File: config.mk
export PLATFORM = sky130hd
export DESIGN_NAME = stack_cpu_fetch_decode
export DESIGN_NICKNAME = d
export VERILOG_FILES = /design/src/rtl/stack_cpu_fetch_decode.sv
export SDC_FILE = /design/constraint.sdc
export NUM_CORES = 1
export LEC_CHECK = 0
export BUFFER_PORTS_ARGS = -buffer_cell sky130_fd_sc_hd__buf_2
export CAP_MARGIN = 10
export CORE_MARGIN = 2
export CORE_UTILIZATION = 40
export CTS_BUF_LIST = sky130_fd_sc_hd__clkbuf_8
export CTS_CLUSTER_DIAMETER = 30
export DETAILED_ROUTE_END_ITERATION = 10
export PLACE_DENSITY_LB_ADDON = 0.2
export SLEW_MARGIN = 10
export SYNTH_ARGS = -nofsm -noshare
export SYNTH_HDL_FRONTEND = slang
export SYNTH_SLANG_ARGS = --single-unit
File: constraint.sdc
create_clock -name clk -period 7 [get_ports clk]
set_input_delay 0.7 -clock clk [delete_from_list [all_inputs] [get_ports clk]]
set_output_delay 0.7 -clock clk [all_outputs]
set_load 0.03 [all_outputs]
File: src/rtl/stack_cpu_fetch_decode.sv
// rtl/stack_cpu_fetch_decode.sv - fetch/decode/issue sequencer for the stack CPU
// Purpose: fetches 16-bit instructions from program memory, decodes opcode and
// immediate, tracks operand-stack depth and issues one operation at a time to
// the stack/ALU datapath over a valid/ready handshake.
// Ports:
//   clk, rst_n                         clock, asynchronous active-low reset
//   run_i                              start execution from pc 0 (IDLE only)
//   pc_o / instr_i                     program memory address / data (1-cycle latency)
//   op_valid_o, op_ready_i             issue handshake to the datapath
//   opcode_o, imm_o                    decoded opcode / sign-extended PUSH immediate
//   depth_o                            tracked operand-stack depth
//   busy_o, halted_o                   executing / HALT_CPU reached
//   fault_o, fault_code_o              sticky fault and its cause
// Build option: STACKCPU_ILLEGAL_TRAP_EN makes opcodes 01001-11110 fault with
// code 11; without it they execute as NOPs.
module stack_cpu_fetch_decode #(
  parameter int DATA_WIDTH     = 32,
  parameter int STACK_DEPTH    = 16,
  parameter int INSTR_WIDTH    = 16,
  parameter int PGRM_MEM_DEPTH = 256
) (
  input  logic                               clk,
  input  logic                               rst_n,
  input  logic                               run_i,
  output logic [$clog2(PGRM_MEM_DEPTH)-1:0]  pc_o,
  input  logic [INSTR_WIDTH-1:0]             instr_i,
  output logic                               op_valid_o,
  input  logic                               op_ready_i,
  output logic [4:0]                         opcode_o,
  output logic [DATA_WIDTH-1:0]              imm_o,
  output logic [$clog2(STACK_DEPTH+1)-1:0]   depth_o,
  output logic                               busy_o,
  output logic                               halted_o,
  output logic                               fault_o,
  output logic [1:0]                         fault_code_o
);

  localparam int PC_W  = $clog2(PGRM_MEM_DEPTH);
  localparam int DEP_W = $clog2(STACK_DEPTH+1);
  localparam int IMM_W = INSTR_WIDTH - 5;

  localparam logic [4:0]       OP_PUSH     = 5'b00000;
  localparam logic [4:0]       OP_LAST_BIN = 5'b00111;
  localparam logic [4:0]       OP_INVERT   = 5'b01000;
  localparam logic [4:0]       OP_HALT     = 5'b11111;
  localparam logic [DEP_W-1:0] STACK_MAX   = DEP_W'(STACK_DEPTH);

`ifdef STACKCPU_ILLEGAL_TRAP_EN
  localparam bit TRAP_EN = 1'b1;
`else
  localparam bit TRAP_EN = 1'b0;
`endif

  typedef enum logic [2:0] {
    S_IDLE, S_FETCH, S_DECODE, S_ISSUE, S_HALTED, S_FAULT
  } state_t;

  state_t state_q, state_d;

  logic [PC_W-1:0]       pc_q;
  logic [DEP_W-1:0]      depth_q;
  logic [4:0]            opcode_q;
  logic [DATA_WIDTH-1:0] imm_q;
  logic [1:0]            fault_code_q;

  // Decode works directly on instr_i, which is valid during DECODE because
  // pc_o was presented during the preceding FETCH cycle.
  logic [4:0] dec_op;
  logic       dec_fault;
  logic [1:0] dec_code;
  logic       dec_halt;
  logic       dec_illegal;

  assign dec_op = instr_i[INSTR_WIDTH-1 -: 5];

  always_comb begin
    dec_fault   = 1'b0;
    dec_code    = 2'b00;
    dec_halt    = 1'b0;
    dec_illegal = 1'b0;
    if (dec_op == OP_PUSH) begin
      if (depth_q >= STACK_MAX) begin
        dec_fault = 1'b1;
        dec_code  = 2'b10;
      end
    end else if (dec_op <= OP_LAST_BIN) begin
      if (depth_q < DEP_W'(2)) begin
        dec_fault = 1'b1;
        dec_code  = 2'b01;
      end
    end else if (dec_op == OP_INVERT) begin
      if (depth_q == '0) begin
        dec_fault = 1'b1;
        dec_code  = 2'b01;
      end
    end else if (dec_op == OP_HALT) begin
      dec_halt = 1'b1;
    end else begin
      dec_illegal = 1'b1;
      if (TRAP_EN) begin
        dec_fault = 1'b1;
        dec_code  = 2'b11;
      end
    end
  end

  // State register
  always_ff @(posedge clk or negedge rst_n) begin
    if (!rst_n) state_q <= S_IDLE;
    else        state_q <= state_d;
  end

  // Next-state logic
  always_comb begin
    state_d = state_q;
    case (state_q)
      S_IDLE:   if (run_i) state_d = S_FETCH;
      S_FETCH:  state_d = S_DECODE;
      S_DECODE: begin
        if (dec_halt)         state_d = S_HALTED;
        else if (dec_fault)   state_d = S_FAULT;
        else if (dec_illegal) state_d = S_FETCH;
        else                  state_d = S_ISSUE;
      end
      S_ISSUE:  if (op_ready_i) state_d = S_FETCH;
      default:  state_d = state_q;
    endcase
  end

  // PC, depth and decoded-operation registers
  always_ff @(posedge clk or negedge rst_n) begin
    if (!rst_n) begin
      pc_q         <= '0;
      depth_q      <= '0;
      opcode_q     <= '0;
      imm_q        <= '0;
      fault_code_q <= 2'b00;
    end else begin
      case (state_q)
        S_IDLE: begin
          if (run_i) begin
            pc_q    <= '0;
            depth_q <= '0;
          end
        end
        S_DECODE: begin
          opcode_q <= dec_op;
          imm_q    <= (dec_op == OP_PUSH) ?
                      {{(DATA_WIDTH-IMM_W){instr_i[IMM_W-1]}}, instr_i[IMM_W-1:0]} : '0;
          if (dec_fault)        fault_code_q <= dec_code;
          else if (dec_illegal) pc_q         <= pc_q + 1'b1;
        end
        S_ISSUE: begin
          if (op_ready_i) begin
            // pc wraps naturally at the top of program memory
            pc_q <= pc_q + 1'b1;
            if (opcode_q == OP_PUSH)          depth_q <= depth_q + 1'b1;
            else if (opcode_q <= OP_LAST_BIN) depth_q <= depth_q - 1'b1;
          end
        end
        default: ;
      endcase
    end
  end

  // Outputs
  always_comb begin
    op_valid_o = (state_q == S_ISSUE);
    busy_o     = (state_q == S_FETCH) || (state_q == S_DECODE) || (state_q == S_ISSUE);
    halted_o   = (state_q == S_HALTED);
    fault_o    = (state_q == S_FAULT);
  end

  assign pc_o         = pc_q;
  assign depth_o      = depth_q;
  assign opcode_o     = opcode_q;
  assign imm_o        = imm_q;
  assign fault_code_o = fault_code_q;

endmodule

# Word level (Yosys, flattened, before mapping)

Index checks and enable logic that the tools add are counted.

Add/sub/neg operators: 3
Magnitude comparators: 4
Muxes and demuxes: 37
$mul: 0
Shift operators: 0
Bitwise logic cells: 0
Eq/ne operators: 12
Reductions and logical operators: 13
Divide/modulo/power cells: 0

Operator list:

| kind                  | count |
|---|---|
| $mux W32              | 1 |
| $mux W8               | 4 |
| $pmux W8 S3           | 1 |
| $mux W5               | 4 |
| $mux W1               | 17 |
| $logic_not A5 Y1      | 3 |
| $mux W3               | 4 |
| $pmux W3 S4           | 1 |
| $le A5 B3 Y1 const B  | 2 |
| $pmux W5 S2           | 1 |
| $add A8 B1 Y8 const B | 1 |
| $mux W2               | 4 |
| $eq A3 B2 Y1 const B  | 2 |
| $eq A3 B3 Y1 const B  | 2 |
| $ne A2 B2 Y1 const B  | 3 |
| $add A5 B1 Y5 const B | 1 |
| $eq A5 B4 Y1 const B  | 1 |
| $eq A5 B5 Y1 const B  | 1 |
| $ge A5 B5 Y1 const B  | 1 |
| $lt A5 B2 Y1 const B  | 1 |
| $reduce_and A5 Y1     | 1 |
| $sub A5 B1 Y5 const B | 1 |
| $reduce_and A4 Y1     | 1 |
| $reduce_bool A4 Y1    | 1 |
| 9 further kinds       | 10 |

Latch bits: 0
Register bits: 55
Word-level logic and storage cells: 75
ROM bits: 0
RAM bits: 0
Memories: 0

# Longest topological paths before layout

Depth in word-level cells: 9
Gate-level depth with buffers: 9
Gate-level depth less buffers: 9

# Worst setup path after synthesis

No wires, ideal clock.

Path type: register to register
Start: register opcode_q[4], in the netlist opcode_o[4]
End: register depth_q[4], in the netlist depth_o[4]
Stages on the path, launching flop included: 10
Arrival time: 2.323 ns
Slack: 4.559 ns
Library setup time: 0.118 ns
Cell sequence: dfrtp_1 nor2_1 nor4b_1 inv_1 fa_1 a21o_1 a21oi_1 xor2_1 o21ai_0 a21o_1

Longest elaborated chain between the ends: 4

Ends and longest elaborated chain:

| element                                              | line | source |
|---|---|---|
| from (decl)                                          | 62   | `logic [4:0] opcode_q;` |
| from (signal assigned)                               | 147  | `opcode_q <= dec_op;` |
| branches (longest 4 deep; another with $le A5 B3 Y1) | -    |  |
| to (signal assigned)                                 | 157  | `if (opcode_q == OP_PUSH) depth_q <= depth_q + 1'b1;` |
| to (signal assigned)                                 | 158  | `else if (opcode_q <= OP_LAST_BIN) depth_q <= depth_q - 1'b1;` |
| to (decl)                                            | 61   | `logic [DEP_W-1:0] depth_q;` |

Several ways; the timed one is not identified. The select of a mux whose other input is x is not followed.
A chain may end at the register's enable or synchronous reset.

# Final worst setup path

Ends and elaborated chain as after synthesis.

==> run metrics <==
final RePlAce weighted congestion 0.757; Compound-Gate Fraction of Synth Area 17.7%; switching pwr 0.412 mW; worst-margin pin slew 0.860 ns; crit path from opcode_o[4]; Reg2Reg Depth 9; final setup TNS 0 ns; Clk Latency, worst-skew pair 0.28 ns; synthesized area 1890 um2; Crit Path Class flop to flop; Die Y 72.7 um; largest family of logic cells by synthesized area simple AND/OR/NAND/NOR gates; Post-Syn Instances 196; # setup viols final 0; crit-path max FO 4; Yosys cell types 43; worst rel slew slack 42.7%; Post-Syn Nets 221; Final Cycle Share 37.9%; Synth Register Bits 34; startpoint types flop; first-pass GRT wire length 6780 um; area leader, netlist dfrtp_1; Layout area overhead 17.7%; H-tree depth 2; Seq/Total Area, Yosys 45.1%; top post-synthesis cells by area dfrtp_1 (45%), buf_4 (8.4%), nand2_1 (5.6%); status completed; top cell type's share of synthesized area 45.1%; Leak 1.24 nW; r2r startpoint opcode_o[4]; post-DP HPWL 3060 um; clock network power share 16.7%; Post-CTS Hold Fix Bufs 0; Worst VDD drop 0.000204 V; Synth Area in Adders 3.71%; max frequency 377 MHz; final hold vios 0; dpl cells 295; cell area after layout 2220 um2; vias 1584; Routed WL 4130 um; Area after DPL 2130 um2; syn avg cell area 9.63 um2; CP Capture Type flop; part of the power in registers 34.3%; # Max-Cap Violations 0; DR iter-0 viols 41; gr ovfl total 0; Simple-Gate Fraction of Synth Area 19.8%; postcts setup bufs 0; Post-route DRC 0; initial antenna violation count 0; clock sinks 34; # IOs 76; post-synthesis mux area share 1.19%; CTS tree yes; die width 72.7 um; Post-Synth XOR/XNOR Area 1.39%; Antenna diodes 0; ratio of cells with drive above 1 in the final layout 34.7%; final setup skew 0.00751 ns; 1st-pass router iterations 4; post-CTS resize count 0; Non-Filler Instances 303; Worst-path clk slew 0.07 ns; CTS max path bufs 2; reg2reg setup slack 4.35 ns; row cnt 24; Worst Hold Class input port to asynchronous set/reset pin; total CTS buffers 5; Post-Place Worst Slack 4.38 ns; Required @ worst endpoint 7.17 ns; fin nets 275; power per cell area 398 nW/um2; sw frac 46.6%; Crit path arrival time 2.82 ns; Comb power frac 49.1%; final worst setup slack 4.35 ns; fin crit period 2.65 ns; Die ar. 5280 um2; Pint 0.473 mW; Max Transition Viols Final 0; YS warnings 0; Root Driver clkbuf_8; wire per inst 13.6 um; reg-to-reg endpoint depth_o[4]; Vias/cell 5.23; core box area 4440 um2; ANT nets after route 0; largest net degree at the start of global routing 35; I/O Buffers 75; total track usage 16.5%; unrepaired setup endpoints after global routing no; vias in the first global route 1402; initial core utilization 42.5%
[stage by stage]
| stage | power, mW | hold slack [ns] | util, % |
|---|---|---|---|
| CTS | 0.896 | 0.502 | 50.0 |
| detailed placement | 0.743 | 0.476 | 47.9 |
| global route | 0.953 | 0.522 | 50.0 |
| floorplan | 0.651 | 0.404 | - |
| global placement | 0.739 | 0.476 | 47.9 |
| finish | 0.884 | 0.480 | 50.0 |
[power groups by stage]
stage          logic, mW  clock network, mW  registers, mW
2_1_floorplan      0.285                  0          0.366
3_3_place_gp       0.437                  0          0.303
3_5_place_dp       0.437                  0          0.306
4_1_cts            0.440              0.153          0.303
5_1_grt            0.477              0.162          0.314
6_report           0.434              0.147          0.303
[layout by cell type, fill, tap and decap left out, drive strengths merged]
cell type,instances
a21boi,2
a21o,4
a21oi,3
a22o,12
a22oi,2
and2,2
and2b,1
and3,1
and3b,2
and4,1
buf,75
clkbuf,6
clkinv,1
dfrtp,34
fa,1
ha,4
inv,4
mux2i,1
nand2,28
nand2b,2
nand3,13
nand3b,1
nand4,1
nor2,14
nor3,1
nor3b,1
nor4b,1
o211ai,2
o21a,1
o21ai,16
o2bb2ai,1
o31ai,3
or2,1
or2b,1
or3,1
or4,4
xnor2,1
xor2,2
[registers in the layout, summed over array words and instances, names as in the netlist]
name	count
depth_o	5
fault_code_o	2
opcode_o	5
state_q	3
pc_o	8
imm_o	11
[worst max-delay path, stage by stage (launching register included)]
cell	delay [ns]
dfrtp_1	0.39
nor2_1	0.19
nor4b_1	0.46
inv_1	0.21
fa_1	0.45
a21o_1	0.20
a21oi_1	0.16
xor2_1	0.19
o21ai_0	0.09
a21o_1	0.19
[cells by family after synthesis]
kind of cell,Yosys count
flops,34
compound gates,46
xor+xnor,3
simple gates,76
fa+ha+maj,5
buf+inv,31
mux,1
[synthesized netlist by cell type, drive strengths merged]
master   count
dfrtp       34
nand2       28
buf         27
o21ai       16
nor2        14
nand3       13
a22o        12
a21o         4
ha           4
or4          4
a21oi        3
inv          3
o31ai        3
a21boi       2
a22oi        2
and2         2
and3b        2
nand2b       2
o211ai       2
xor2         2
and2b        1
and3         1
and4         1
clkbuf       1
fa           1
mux2i        1
nand3b       1
nand4        1
nor3         1
nor3b        1
nor4b        1
o21a         1
o2bb2ai      1
or2          1
or2b         1
or3          1
xnor2        1
[how the worst max path moves through the flow]
stage	end	slack, ns	cells after the start
5_1_grt	depth_o[4]	4.06	9
3_3_place_gp	depth_o[4]	4.54	9
4_1_cts	depth_o[4]	4.34	9
3_5_place_dp	depth_o[4]	4.38	9
2_1_floorplan	depth_o[4]	4.56	9
6_report	depth_o[4]	4.35	9
[layout make-up]
cell class	instances	area, um2
Clock buffer	6	82.6
Multi-Input combinational cell	131	827
Timing Repair Buffer	75	375
Fill cell	443	2220
Sequential cell	34	851
Tap cell	52	65.1
Clock inverter	2	8.76
Inverter	3	11.3
[metal layers]
| layer | track usage, % | part of all wire, % |
|---|---|---|
| met5 | 0 | 0 |
| met4 | 4.32 | 1.1 |
| met3 | 4.14 | 5.0 |
| met2 | 26.3 | 47 |
| met1 | 22.4 | 47 |
Power figures use the tool's default switching activity.
